--- src/rtl/spi_xfer_ctrl.sv ---
// SPI host transfer sequencer: one request in, CS/clock-generator control out, mode 0 shifting.
// Optional abort support is compiled in with `define SPI_XFER_ABORT_EN.
module spi_xfer_ctrl #(
    parameter int DATA_W    = 32,
    parameter int CNT_W     = 6,
    parameter int SETUP_CYC = 2,
    parameter int HOLD_CYC  = 2
) (
    input  logic              clk_i,
    input  logic              rst_ni,
    input  logic              req_valid_i,
    output logic              req_ready_o,
    input  logic [DATA_W-1:0] req_data_i,
    input  logic [CNT_W-1:0]  req_len_i,
    input  logic              req_lsb_i,
    output logic              rsp_valid_o,
    output logic [DATA_W-1:0] rsp_data_o,
    output logic              busy_o,
    output logic              cs_no,
    output logic              sdo_o,
    input  logic              sdi_i,
`ifdef SPI_XFER_ABORT_EN
    input  logic              abort_i,
    output logic              rsp_abort_o,
`endif
    output logic              clg_enable_o,
    output logic              clg_go_o,
    output logic              clg_last_clk_o,
    input  logic              clg_pos_edge_i,
    input  logic              clg_neg_edge_i
);

    localparam int CYC_MAX = (SETUP_CYC > HOLD_CYC) ? SETUP_CYC : HOLD_CYC;
    localparam int CYC_W   = $clog2(CYC_MAX + 1);

    typedef enum logic [1:0] {
        ST_IDLE  = 2'd0,
        ST_SETUP = 2'd1,
        ST_XFER  = 2'd2,
        ST_HOLD  = 2'd3
    } state_t;

    state_t            state_r;
    logic [DATA_W-1:0] tx_r;
    logic [DATA_W-1:0] rx_r;
    logic [CNT_W-1:0]  shamt_r;
    logic              lsb_r;
    logic [CNT_W-1:0]  bits_left_r;
    logic [CYC_W-1:0]  cyc_cnt_r;
    logic              aborted_r;
    logic              cs_n_r;
    logic              sdo_r;
    logic              en_r;
    logic              go_r;
    logic              last_r;
    logic              rsp_valid_r;
    logic [DATA_W-1:0] rsp_data_r;
`ifdef SPI_XFER_ABORT_EN
    logic              rsp_abort_r;
`endif

    logic [CNT_W-1:0]  eff_len_s;
    logic [CNT_W-1:0]  shamt_s;
    logic [DATA_W-1:0] tx_align_s;
    logic [DATA_W-1:0] tx_next_s;
    logic [DATA_W-1:0] rx_next_s;
    logic [DATA_W-1:0] rx_align_s;
    logic [CNT_W-1:0]  bits_dec_s;
    logic              first_bit_s;
    logic              next_bit_s;
    logic              abort_s;

`ifdef SPI_XFER_ABORT_EN
    assign abort_s     = abort_i;
    assign rsp_abort_o = rsp_abort_r;
`else
    assign abort_s     = 1'b0;
`endif

    // Request alignment and per-edge shift/count datapath.
    always_comb begin
        eff_len_s = req_len_i;
        if (req_len_i == {CNT_W{1'b0}}) begin
            eff_len_s = CNT_W'(DATA_W);
        end else begin
            eff_len_s = req_len_i;
        end
        shamt_s = CNT_W'(DATA_W) - eff_len_s;
        // MSB-first data is pre-shifted so bit len-1 leaves from the top.
        if (req_lsb_i) begin
            tx_align_s  = req_data_i;
            first_bit_s = req_data_i[0];
        end else begin
            tx_align_s  = req_data_i << shamt_s;
            first_bit_s = tx_align_s[DATA_W-1];
        end
        if (lsb_r) begin
            tx_next_s  = {1'b0, tx_r[DATA_W-1:1]};
            next_bit_s = tx_next_s[0];
            rx_next_s  = {sdi_i, rx_r[DATA_W-1:1]};
        end else begin
            tx_next_s  = {tx_r[DATA_W-2:0], 1'b0};
            next_bit_s = tx_next_s[DATA_W-1];
            rx_next_s  = {rx_r[DATA_W-2:0], sdi_i};
        end
        if (clg_pos_edge_i && (bits_left_r != {CNT_W{1'b0}})) begin
            bits_dec_s = bits_left_r - CNT_W'(1);
        end else begin
            bits_dec_s = bits_left_r;
        end
        if (lsb_r && !aborted_r) begin
            rx_align_s = rx_r >> shamt_r;
        end else begin
            rx_align_s = rx_r;
        end
    end

    // Transfer FSM with all handshake and clock-generator outputs registered.
    always_ff @(posedge clk_i) begin
        if (!rst_ni) begin
            state_r     <= ST_IDLE;
            tx_r        <= {DATA_W{1'b0}};
            rx_r        <= {DATA_W{1'b0}};
            shamt_r     <= {CNT_W{1'b0}};
            lsb_r       <= 1'b0;
            bits_left_r <= {CNT_W{1'b0}};
            cyc_cnt_r   <= {CYC_W{1'b0}};
            aborted_r   <= 1'b0;
            cs_n_r      <= 1'b1;
            sdo_r       <= 1'b0;
            en_r        <= 1'b0;
            go_r        <= 1'b0;
            last_r      <= 1'b0;
            rsp_valid_r <= 1'b0;
            rsp_data_r  <= {DATA_W{1'b0}};
`ifdef SPI_XFER_ABORT_EN
            rsp_abort_r <= 1'b0;
`endif
        end else begin
            rsp_valid_r <= 1'b0;
            go_r        <= 1'b0;
`ifdef SPI_XFER_ABORT_EN
            rsp_abort_r <= 1'b0;
`endif
            case (state_r)
                ST_IDLE: begin
                    if (req_valid_i) begin
                        state_r     <= ST_SETUP;
                        cs_n_r      <= 1'b0;
                        tx_r        <= tx_align_s;
                        sdo_r       <= first_bit_s;
                        rx_r        <= {DATA_W{1'b0}};
                        shamt_r     <= shamt_s;
                        lsb_r       <= req_lsb_i;
                        bits_left_r <= eff_len_s;
                        cyc_cnt_r   <= {CYC_W{1'b0}};
                        aborted_r   <= 1'b0;
                        go_r        <= (SETUP_CYC == 1);
                    end
                end
                ST_SETUP: begin
                    if (abort_s) begin
                        state_r   <= ST_HOLD;
                        cyc_cnt_r <= {CYC_W{1'b0}};
                        aborted_r <= 1'b1;
                    end else if (cyc_cnt_r == CYC_W'(SETUP_CYC - 1)) begin
                        state_r <= ST_XFER;
                        en_r    <= 1'b1;
                        last_r  <= 1'b0;
                    end else begin
                        cyc_cnt_r <= cyc_cnt_r + CYC_W'(1);
                        go_r      <= ((cyc_cnt_r + CYC_W'(1)) == CYC_W'(SETUP_CYC - 1));
                    end
                end
                ST_XFER: begin
                    if (abort_s) begin
                        state_r   <= ST_HOLD;
                        en_r      <= 1'b0;
                        last_r    <= 1'b0;
                        cyc_cnt_r <= {CYC_W{1'b0}};
                        aborted_r <= 1'b1;
                    end else begin
                        if (clg_pos_edge_i) begin
                            rx_r        <= rx_next_s;
                            bits_left_r <= bits_dec_s;
                        end
                        // neg_edge sees the count already updated by a coincident pos_edge.
                        if (clg_neg_edge_i && (bits_dec_s == {CNT_W{1'b0}})) begin
                            state_r   <= ST_HOLD;
                            en_r      <= 1'b0;
                            last_r    <= 1'b0;
                            cyc_cnt_r <= {CYC_W{1'b0}};
                        end else begin
                            last_r <= (bits_dec_s == {CNT_W{1'b0}});
                            if (clg_neg_edge_i) begin
                                tx_r  <= tx_next_s;
                                sdo_r <= next_bit_s;
                            end
                        end
                    end
                end
                ST_HOLD: begin
                    if (cyc_cnt_r == CYC_W'(HOLD_CYC - 1)) begin
                        state_r     <= ST_IDLE;
                        cs_n_r      <= 1'b1;
                        rsp_valid_r <= 1'b1;
                        rsp_data_r  <= rx_align_s;
`ifdef SPI_XFER_ABORT_EN
                        rsp_abort_r <= aborted_r;
`endif
                    end else begin
                        cyc_cnt_r <= cyc_cnt_r + CYC_W'(1);
                    end
                end
                default: begin
                    state_r <= ST_IDLE;
                end
            endcase
        end
    end

    assign req_ready_o    = (state_r == ST_IDLE);
    assign busy_o         = (state_r != ST_IDLE);
    assign cs_no          = cs_n_r;
    assign sdo_o          = sdo_r;
    assign clg_enable_o   = en_r;
    assign clg_go_o       = go_r;
    assign clg_last_clk_o = last_r;
    assign rsp_valid_o    = rsp_valid_r;
    assign rsp_data_o     = rsp_data_r;

endmodule
--- config.mk ---
export PLATFORM = sky130hd
export DESIGN_NAME = spi_xfer_ctrl
export DESIGN_NICKNAME = d
export VERILOG_FILES = /design/src/rtl/spi_xfer_ctrl.sv
export SDC_FILE = /design/constraint.sdc
export NUM_CORES = 1
export LEC_CHECK = 0
export BUFFER_PORTS_ARGS = -buffer_cell sky130_fd_sc_hd__buf_2
export CAP_MARGIN = 15
export CORE_UTILIZATION = 26
export DETAILED_ROUTE_END_ITERATION = 10
export PLACE_DENSITY = 0.47
export SLEW_MARGIN = 20
export SYNTH_ARGS = -nofsm -noshare
export SYNTH_HDL_FRONTEND = slang
export SYNTH_SLANG_ARGS = --single-unit
export TNS_END_PERCENT = 100
--- constraint.sdc ---
create_clock -name clk_i -period 3.6 [get_ports clk_i]
set_clock_uncertainty 0.1 [all_clocks]
set_input_delay 0.72 -clock clk_i [delete_from_list [all_inputs] [get_ports clk_i]]
set_output_delay 0.72 -clock clk_i [all_outputs]
set_load 0.01 [all_outputs]
# ---- Yosys cells after proc, flatten, opt, wreduce, memory -nomap -nowiden
# Cells that the tools add are included.
dict set report classes {
  addsub 3
  n_eq_ne 13
  shift 2
  mux 40
  n_bitwise 2
  n_reduce_logical 22
}
# op count
set ops {}
lappend ops {{32-bit two-way mux} 9}
lappend ops {{32-bit one-hot mux with 2 select lines} 2}
lappend ops {{32-bit by 6-bit << shifter with 32-bit output} 1}
lappend ops {{32-bit by 6-bit >> shifter with 32-bit output} 1}
lappend ops {{6-bit two-way mux} 4}
lappend ops {{2-bit != test, second input constant} 8}
lappend ops {{2-bit two-way mux} 7}
lappend ops {{6-bit zero test} 2}
lappend ops {{6-bit one-hot mux with 2 select lines} 1}
lappend ops {{3-bit AND reduction} 4}
lappend ops {{1-bit two-way mux} 11}
lappend ops {{1-bit one-hot mux with 2 select lines} 4}
lappend ops {{2-bit one-hot mux with 4 select lines} 1}
lappend ops {{2-bit AND reduction} 4}
lappend ops {{4-bit AND reduction} 2}
lappend ops {{2-bit nonzero test} 4}
lappend ops {{2-bit by 1-bit equality test with 1-bit output, second input constant} 3}
lappend ops {{2-bit one-hot mux with 3 select lines} 1}
lappend ops {{6-bit nonzero test} 1}
lappend ops {{6-bit by 1-bit subtractor with 6-bit output, second input constant} 1}
lappend ops {{6-bit subtractor, first input constant} 1}
lappend ops {{2-bit equality test, second input constant} 2}
lappend ops {{3-bit OR reduction} 1}
lappend ops {{2-bit by 1-bit adder with 2-bit output, second input constant} 1}
lappend ops {{4 further kinds} 6}
dict set report word_totals {
  reg_bits 119
  in_bits 45
}

# ---- Longest topological paths before layout
# Gate-level depths: netlist (run 1).
dict set report logic_depth {
  depth_word 7
  depth_mapped 14
}

# ---- Least setup slack after synthesis (run 1)
# OpenSTA, ideal clock, no wires.
dict set report synth_path {
  path_kind {input to register}
  from {input req_len_i[0]}
  to {register tx_r[6]}
  setup_time_ps 71
  t_arrival_ps 3218
  required_ps 3429
  setup_slack_ps 211
  stages 11
  path_buffers 2
  path_cell_list {inv_1 -> clkbuf_1 -> ha_1 -> or3b_4 -> o21ai_2 -> buf_6 -> mux2_2 -> mux2i_1 -> a221oi_1 -> a211o_1 -> a21oi_1}
}
dict set report synth_via {
  elab_chain_len 7
}
# item line
set synth_rtl {}
lappend synth_rtl {{start: declaration} 14} ;# input logic [CNT_W-1:0] req_len_i,
lappend synth_rtl {{6-bit zero test} 83} ;# if (req_len_i == {CNT_W{1'b0}}) begin
lappend synth_rtl {{6-bit two-way mux *} 83}
lappend synth_rtl {{6-bit subtractor *} 88} ;# shamt_s = CNT_W'(DATA_W) - eff_len_s;
lappend synth_rtl {{32-bit by 6-bit << shifter with 32-bit output *} 94} ;# tx_align_s = req_data_i << shamt_s;
lappend synth_rtl {{32-bit two-way mux *} 90} ;# if (req_lsb_i) begin
lappend synth_rtl {{32-bit two-way mux *} 147} ;# if (req_valid_i) begin
lappend synth_rtl {{32-bit one-hot mux with 2 select lines *} 145} ;# case (state_r)
lappend synth_rtl {{end signal: assignment} 122} ;# tx_r <= {DATA_W{1'b0}};
lappend synth_rtl {{end signal: assignment} 150} ;# tx_r <= tx_align_s;
lappend synth_rtl {{end signal: assignment} 196} ;# tx_r <= tx_next_s;
lappend synth_rtl {{end: declaration} 44} ;# logic [DATA_W-1:0] tx_r;
# Mark *: on every way between the ends. The rest lies on a longest branch, timed or not. The select of a mux whose other input is x is not followed.
# A chain may end at the register's enable or synchronous reset.

# ---- Final worst setup path (run 1)
dict set report layout_path {
  from {input req_len_i[0]}
  to {register tx_r[28]}
}
# The elaborated chain is that of the path after synthesis.

==> impl_metrics.csv, run 1 <==
group,metric,value,unit
run_status,outcome,"complete, no violations",
clocking,cts_resized,0,
worst_setup_path,cpPeakStageDelay,0.59,ns
worst_setup_path,worstSetupStartpoint,"req_len_i[0]",
timing,setup_slack,0.439,ns
clocking,cts.sinks,119,
worst_setup_path,worst-path-buf-inv,2,
synth,synth_top_flop_cell,"dfxtp_1",
timing,tns,0,ns
timing,hold_viol,0,
synth,yosys-top-cells-count,"163 x a21oi_1, 136 x nand2_1, 119 x dfxtp_1, 78 x nor2_1, 75 x clkbuf_1",
synth,synth_cell_types,79,
clocking,post-cts-setup-buffers,0,
placement,dp_slack,-0.0237,ns
timing,fin_crit,3.16,ns
placement,io_buffers,84,
floorplan,rows,70,
clocking,numCtsBuffers,17,
finish,antennaDiodeCount,0,
finish,multi_input_area,6810,sq um
synth,synth_area_leader_cell,"dfxtp_1",
global_routing,grt_overflow,0,
synth,avgSynthCellArea,7.74,sq um
detailed_routing,vias,10300,
power_and_ir_drop,ir_worst_vdd,0.418,mV
floorplan,die_area,38200,sq um
worst_setup_path,crit_slowest_cell,"o21ai_0",
finish,fillers,3940,
worst_setup_path,crit_required,3.84,ns
timing,rsz0062_at_grt,"no",
power_and_ir_drop,power_density,572,nW/um^2
clocking,clk_path_buf_depth,2,
detailed_routing,vias_per_cell,5.77,
detailed_routing,wl,39300,um
floorplan,die_w,196,um
worst_hold_path,min_from,"clg_enable_o$_SDFFE_PN0P_",
synth,synth_nets,1313,
global_routing,grt_antenna_before_repair,0,
timing,setup_violations,0,
floorplan,start_util,0.265,
placement,routabilityCongestion,0.943,
power_and_ir_drop,p_leak,4.05,nW
global_routing,grt_pass1_wl,60600,um
power_and_ir_drop,clockPowerShare,0.265,
power_and_ir_drop,power_switching,2.88,mW
worst_setup_path,crit_fanout,9,
power_and_ir_drop,power_frac_comb,0.456,
clocking,cts.clk_slew.worst_paths,0.06,ns
synth,synth_top_area_share,0.245,
clocking,tritoncts,"yes",
clocking,cts_hold_buffers,0,
worst_setup_path,r2r-start,"state_r[0]$_SDFFE_PN0P_",
timing,worst_pin_slew,0.956,ns
synth,synth_seq_cells,119,
power_and_ir_drop,p_sw_frac,0.440,
synth,ys_seq_area_frac,0.245,
timing,max_freq,316,MHz
worst_setup_path,cp_top_family,"compound AO/OA/AOI/OAI gates",
clocking,worstSkewPairLatency,0.43,ns
placement,hpwl,28900,um
finish,layout.nets,1363,
clocking,htree_levels,4,
clocking,clock-root-buffer,"clkbuf_16",
finish,regArea,2390,sq um
synth,synth_edf_count,0,
global_routing,track_usage,0.205,
power_and_ir_drop,seqPwrFrac,0.279,
floorplan,core,36700,sq um
worst_hold_path,min_path_type,"flip-flop to flip-flop",
worst_setup_path,cp-start-kind,"primary input",
worst_setup_path,path_cells,"buf_2, inv_1, ha_2, or3b_4, o21ai_0, o22ai_1, nor4b_2, mux2_2, a22oi_1, a311oi_1",
detailed_routing,drt-initial-drc-count,862,
synth,ys_async_sr_fraction,0,
floorplan,die_h,196,um
synth,netlist_instances,1259,
timing,finalMaxSlewViolations,0,
synth,syn_area,9740,sq um
worst_setup_path,crit_type,"primary input to flip-flop",
synth,ys_warn_count,0,
detailed_routing,wl_per_cell,22.0,um
detailed_routing,drc,0,
worst_setup_path,crit_path_end_kind,"flip-flop",
power_and_ir_drop,p_int,3.66,mW
timing,slew_headroom,0.363,
detailed_routing,first_pass_iters,7,
finish,syn2layout_area_growth,17.5,%
synth,yosys-top-cells-area,"dfxtp_1 24%, a21oi_1 8.4%, mux2i_1 7.3%",
finish,fin_util,0.312,
detailed_routing,drtAntennaViolNets,0,
global_routing,grt_pass1_vias,9951,
job,cap_violations,0,
finish,drive_above_1_share,0.212,
placement,placed_cell_area,10900,sq um
finish,design_area,11400,sq um
synth,synth.most_common_cell,"a21oi_1",
timing,fin_crit_sh,0.878,
floorplan,ios,85,
worst_setup_path,cp.arrival,3.40,ns
global_routing,grt_max_degree,61,
per-layer routing:
metal / global-route usage / part of all wire / up-vias / wire [um]
met5: 0 / 0 / - / 0
met4: 0.0805 / 0.032 / 0 / 1240
met3: 0.0368 / 0.053 / 74 / 2080
met2: 0.341 / 0.48 / 360 / 18800
met1: 0.261 / 0.44 / 5019 / 17200
li1: - / - / 4875 / -
worst register-to-register path: stages, from the launching register on:
cell and delay, ns:
dfxtp_1 0.33, inv_1 0.13, ha_1 0.34, nand2_1 0.33, o21ai_0 0.31, nand2_1 0.13
o21ai_1 0.24, buf_4 0.23, nand2_1 0.14, nor4b_1 0.37, o21a_1 0.16
power groups by stage:
stage	Clock [mW]	Combinational (mW)	Sequential (mW)
global route	1.82	3.28	1.86
CTS	1.77	2.99	1.82
global placement	0	2.98	1.85
finish	1.73	2.99	1.82
detailed placement	0	2.98	1.85
floorplan	0	2.12	1.72
logic make-up after synthesis:
| kind of cell | share of synthesized area |
|---|---|
| compound gates | 0.305 |
| simple gates | 0.190 |
| buf+inv | 0.0608 |
| mux | 0.184 |
| flops | 0.245 |
| fa+ha+maj | 0.0116 |
| xor+xnor | 0.00360 |
flip-flops by register name, indices dropped and copies added (netlist names):
name / flops
bits_left_r: 6
clg_enable_o: 1
clg_go_o: 1
clg_last_clk_o: 1
cs_no: 1
cyc_cnt_r: 2
lsb_r: 1
rsp_data_o: 32
rsp_valid_o: 1
rx_r: 32
sdo_o: 1
shamt_r: 6
state_r: 2
tx_r: 32
per-stage QoR:
step	hold WS (ns)	std cells	total power, mW
detailed placement	0.361	1758	4.82
floorplan	0.342	1259	3.83
CTS	0.371	1790	6.57
finish	0.369	1790	6.55
global route	0.384	1790	6.95
global placement	0.350	1758	4.83
cell usage in the layout, fill, tap and decap left out, types with 9 or more instances in the layout:
cell       count
buf_2         84
nor2b_1       23
nor2_1        78
dfxtp_1      116
nor3_1        32
mux2_2        40
a21oi_1      163
nand3_1       46
and2_1        11
o211ai_1      34
mux2i_1       71
nand2b_1      12
buf_4         60
a22oi_1       10
nand2_1      136
or3_1         11
a211oi_1      38
a31oi_1       14
inv_1         21
mux4_2        28
o221ai_1       9
clkbuf_16     17
o21ai_0       72
o22ai_1       16
a221oi_1      12
area by class of cell:
class / instances / share of cell area
multi-input combinational: 998 / 0.595
inverter: 23 / 0.00754
sequential: 119 / 0.209
clock inverter: 14 / 0.0131
timing repair buffer: 150 / 0.0866
tap: 468 / 0.0512
clock buffer: 18 / 0.0384
path summary, 6_finish.rpt:
kind | slack [ns] | to | depth (start not counted)
hold reg to reg | 0.37 | clg_enable_o$_SDFFE_PN0P_ | 2
setup reg to reg | 0.75 | tx_r[12]$_SDFFE_PN0P_ | 10
setup / recovery | 0.44 | tx_r[28]$_SDFFE_PN0P_ | 10
hold / removal | 0.37 | clg_enable_o$_SDFFE_PN0P_ | 2
Note: power is estimated with default switching activity, not from simulation.
==> run 2: changes to the inputs <==
- CORE_UTILIZATION: 26 -> 61
- PLACE_DENSITY: 0.47 -> 0.87
==> impl_metrics.csv, run 2 (same netlist as run 1, synthesis figures left out) <==
group,metric,value,unit
worst_setup_path,crit_required,3.82,ns
timing,slew_headroom,0.340,
worst_setup_path,path_cells,"buf_2, inv_1, ha_2, or3b_4, a21o_1, a21o_1, buf_4, o311ai_0, buf_4, a21oi_1",
detailed_routing,drtAntennaViolNets,0,
power_and_ir_drop,power,6.54,mW
timing,setup_violations,0,
clocking,cts_resized,0,
timing,max_freq,310,MHz
placement,routabilityCongestion,1.02,
worst_setup_path,cp-start-kind,"primary input",
floorplan,start_util,0.634,
clocking,post-cts-setup-buffers,0,
global_routing,grt_antenna_before_repair,0,
placement,placed_cell_area,10500,sq um
detailed_routing,wl,36200,um
global_routing,grt_overflow,0,
floorplan,ios,85,
timing,tns,0,ns
clocking,worstSkewPairLatency,0.43,ns
power_and_ir_drop,power_density,589,nW/um^2
timing,hold_viol,0,
clocking,numCtsBuffers,17,
power_and_ir_drop,ir_worst_vdd,0.464,mV
finish,syn2layout_area_growth,14.0,%
finish,antennaDiodeCount,0,
clocking,clock-root-buffer,"clkbuf_16",
timing,whs,0.361,ns
worst_setup_path,crit_type,"primary input to flip-flop",
timing,finalMaxSlewViolations,0,
finish,regArea,2390,sq um
job,cap_violations,0,
worst_setup_path,crit_fanout,18,
floorplan,die_area,16500,sq um
clocking,clk_path_buf_depth,2,
finish,final_cell_mix,"163 x a21oi_1, 136 x nand2_1, 117 x dfxtp_1, 84 x buf_2, 78 x nor2_1",
clocking,tritoncts,"yes",
clocking,cts.sinks,119,
clocking,htree_levels,4,
floorplan,rows,45,
finish,final_common_cell,"a21oi_1",
timing,fin_crit_sh,0.895,
worst_setup_path,cp.arrival,3.44,ns
floorplan,core,15400,sq um
detailed_routing,wl_per_cell,23.5,um
finish,multi_input_area,6800,sq um
timing,fin_crit,3.22,ns
global_routing,grt_pass1_vias,10300,
finish,drive_above_1_share,0.213,
finish,design_area,11100,sq um
detailed_routing,vias,11000,
global_routing,grt_pass1_wl,56700,um
floorplan,die_w,128,um
finish,layout.nets,1367,
global_routing,grt_max_degree,81,
detailed_routing,vias_per_cell,7.18,
global_routing,track_usage,0.446,
run_status,outcome,"complete, no violations",
detailed_routing,first_pass_iters,6,
placement,hpwl,26100,um
timing,worst_pin_slew,0.990,ns
worst_setup_path,crit_slowest_cell,"o311ai_0",
timing,rsz0062_at_grt,"no",
detailed_routing,drt-initial-drc-count,1469,
clocking,cts_hold_buffers,0,
floorplan,die_h,128,um
clocking,cts.clk_slew.worst_paths,0.06,ns
detailed_routing,drc,0,
placement,io_buffers,84,
finish,fillers,1228,
power_and_ir_drop,p_leak,4.07,nW
worst_setup_path,crit_path_end_kind,"flip-flop",
worst_setup_path,cpPeakStageDelay,0.72,ns
worst_hold_path,min_path_type,"flip-flop to flip-flop",
-- run 2: where the power goes --
part / internal [mW] / total (mW) / switching [mW]
registers: 1.55 / 1.84 / 0.283
clock network: 1.04 / 1.71 / 0.674
logic: 1.07 / 2.99 / 1.92
total: 3.66 / 6.54 / 2.88
-- run 2: final timing paths --
check	end	slack [ns]	cells past startpoint	from
max	tx_r[17]$_SDFFE_PN0P_	0.38	10	req_len_i[0]
max reg2reg	tx_r[12]$_SDFFE_PN0P_	0.51	10	bits_left_r[0]$_SDFFE_PN0P_
min	rsp_data_o[31]$_SDFFE_PN0P_	0.36	2	rsp_data_o[31]$_SDFFE_PN0P_
min reg2reg	rsp_data_o[31]$_SDFFE_PN0P_	0.36	2	rsp_data_o[31]$_SDFFE_PN0P_
-- run 2: metal layers --
| metal | vias to the layer above | global-route usage | wire, um |
|---|---|---|---|
| met5 | - | 0 | 0 |
| met4 | 0 | 0.285 | 2340 |
| met3 | 169 | 0.0881 | 3460 |
| met2 | 808 | 0.731 | 16900 |
| met1 | 5183 | 0.539 | 13500 |
| li1 | 4879 | - | - |
-- run 2: area by class of cell --
type,instances,area share
Clock buffer,18,0.0396
Clock inverter,14,0.0135
Inverter,23,0.00778
Multi-Input combinational cell,998,0.613
Sequential cell,119,0.215
Tap cell,211,0.0238
Timing Repair Buffer,154,0.0875
-- run 2: critical path: cells and delay by family --
family	cells	cell delay [ns]
and+or+nand+nor	1	0.48
buffers and inverters	4	0.68
adders and majority gates	1	0.20
AOI/OAI and AO/OA	4	1.33
-- run 2: metrics by stage --
step                 util  worst slack (ns)  instances
finish              0.722             0.378       1537
global placement    0.683           0.00661       1505
detailed placement  0.683            0.0417       1505
global route        0.722             0.257       1537
floorplan               -             0.211       1259
CTS                 0.722             0.458       1537
==> run 3: changes to the inputs <==
- PLACE_DENSITY: 0.87 -> default
- PLACE_DENSITY_LB_ADDON: default -> 0.05
==> impl_metrics.csv, run 3 (same netlist as run 1, synthesis figures left out) <==
group,metric,value,unit
finish,antennaDiodeCount,0,
timing,hold_viol,0,
detailed_routing,drtAntennaViolNets,0,
worst_hold_path,min_path_type,"flip-flop to flip-flop",
worst_setup_path,cp.arrival,3.46,ns
floorplan,start_util,0.634,
detailed_routing,drc,0,
detailed_routing,vias_per_cell,7.19,
worst_setup_path,crit_required,3.81,ns
timing,max_freq,308,MHz
clocking,post-cts-setup-buffers,0,
finish,regArea,2390,sq um
timing,fin_crit,3.25,ns
worst_setup_path,crit_path_end_kind,"flip-flop",
global_routing,track_usage,0.428,
timing,setup_slack,0.350,ns
power_and_ir_drop,power_density,586,nW/um^2
clocking,cts_hold_buffers,0,
finish,layout.nets,1356,
worst_setup_path,reg2reg_depth,10,
power_and_ir_drop,ir_worst_vdd,0.427,mV
worst_setup_path,crit_fanout,18,
floorplan,die_h,128,um
global_routing,grt_overflow,0,
clocking,clock-root-buffer,"clkbuf_16",
clocking,clk_path_buf_depth,2,
floorplan,ios,85,
job,cap_violations,0,
worst_setup_path,crit_type,"primary input to flip-flop",
power_and_ir_drop,p_leak,4.01,nW
global_routing,grt_max_degree,93,
timing,tns,0,ns
global_routing,grt_antenna_before_repair,0,
floorplan,rows,45,
worst_hold_path,min_path_cells,2,
finish,multi_input_area,6800,sq um
timing,rsz0062_at_grt,"no",
timing,fin_crit_sh,0.903,
finish,fillers,1243,
floorplan,die_w,128,um
clocking,cts.sinks,119,
placement,routabilityCongestion,1.01,
placement,dp_slack,0.0385,ns
worst_setup_path,cp-start-kind,"primary input",
detailed_routing,drt-initial-drc-count,1598,
placement,hpwl,24800,um
clocking,worstSkewPairLatency,0.43,ns
finish,final_cell_mix,"163 x a21oi_1, 136 x nand2_1, 117 x dfxtp_1, 84 x buf_2, 78 x nor2_1",
finish,final_common_cell,"a21oi_1",
timing,worst_pin_slew,1.02,ns
clocking,htree_levels,4,
run_status,outcome,"complete, no violations",
finish,syn2layout_area_growth,13.2,%
global_routing,grt_pass1_vias,9817,
floorplan,die_area,16500,sq um
detailed_routing,wl,35500,um
timing,setup_violations,0,
placement,io_buffers,84,
detailed_routing,first_pass_iters,6,
clocking,numCtsBuffers,17,
clocking,cts_resized,0,
finish,drive_above_1_share,0.205,
detailed_routing,wl_per_cell,23.2,um
timing,slew_headroom,0.322,
clocking,cts.clk_slew.worst_paths,0.06,ns
timing,finalMaxSlewViolations,0,
floorplan,core,15400,sq um
clocking,tritoncts,"yes",
detailed_routing,vias,11000,
global_routing,grt_pass1_wl,54200,um
-- run 3: cell types whose count changed in the layout (fill, tap and decap cells not counted) --
cell      before  now
inv_4          0    1
clkinv_4       4    2
clkbuf_8       1    0
o21ai_2        1    2
clkbuf_1       0    1
buf_4         68   55
clkinv_2       3    1
buf_12         2    4
inv_6          2    4
o21ai_4        1    0
-- run 3: per-stage QoR --
| stage | utilization | total power, mW | instances | cell area [sq um] | hold WS, ns |
|---|---|---|---|---|---|
| finish | 0.717 | 6.45 | 1525 | 11000 | 0.372 |
| global route | 0.717 | 6.74 | 1525 | 11000 | 0.378 |
| CTS | 0.717 | 6.35 | 1525 | 11000 | 0.369 |
| detailed placement | 0.680 | 4.65 | 1494 | 10400 | 0.353 |
| global placement | 0.680 | 4.60 | 1494 | 10400 | 0.345 |
| floorplan | - | 3.83 | 1259 | 9740 | 0.342 |
-- run 3: critical path, cell delays in order --
cell and delay, ns:
buf_2 0.10, inv_1 0.07, ha_2 0.18, nor3b_4 0.16, buf_4 0.27, a21oi_2 0.16
o311ai_0 0.62, o21ai_0 0.33, o311ai_0 0.55, buf_4 0.22, a21oi_1 0.06
-- run 3: path summary, 6_finish.rpt --
kind | slack, ns | start | endpoint
min | 0.37 | rsp_data_o[31]$_SDFFE_PN0P_ | rsp_data_o[31]$_SDFFE_PN0P_
min reg2reg | 0.37 | rsp_data_o[31]$_SDFFE_PN0P_ | rsp_data_o[31]$_SDFFE_PN0P_
max reg2reg | 0.58 | bits_left_r[0]$_SDFFE_PN0P_ | tx_r[12]$_SDFFE_PN0P_
max | 0.35 | req_len_i[0] | tx_r[17]$_SDFFE_PN0P_
-- run 3: layout make-up --
cell class | count | share of cell area
tap | 211 | 0.0239
clock buffer | 18 | 0.0389
clock inverter | 13 | 0.0133
multi-input combinational | 998 | 0.617
timing repair buffer | 143 | 0.0829
inverter | 23 | 0.00783
sequential | 119 | 0.217
-- run 3: power breakdown --
part	internal (mW)	total, mW	switching [mW]	leakage, nW
clock	1.02	1.70	0.672	0.274
combinational	1.04	2.90	1.87	2.77
sequential	1.55	1.85	0.300	0.968
-- run 3: per-layer routing --
metal  global-route usage  vias to the layer above  wire [um]
li1                     -                     4851          -
met1                0.511                     5136      13200
met2                0.712                      785      16600
met3               0.0719                      190       3160
met4                0.284                        0       2550
met5                    0                        -          0
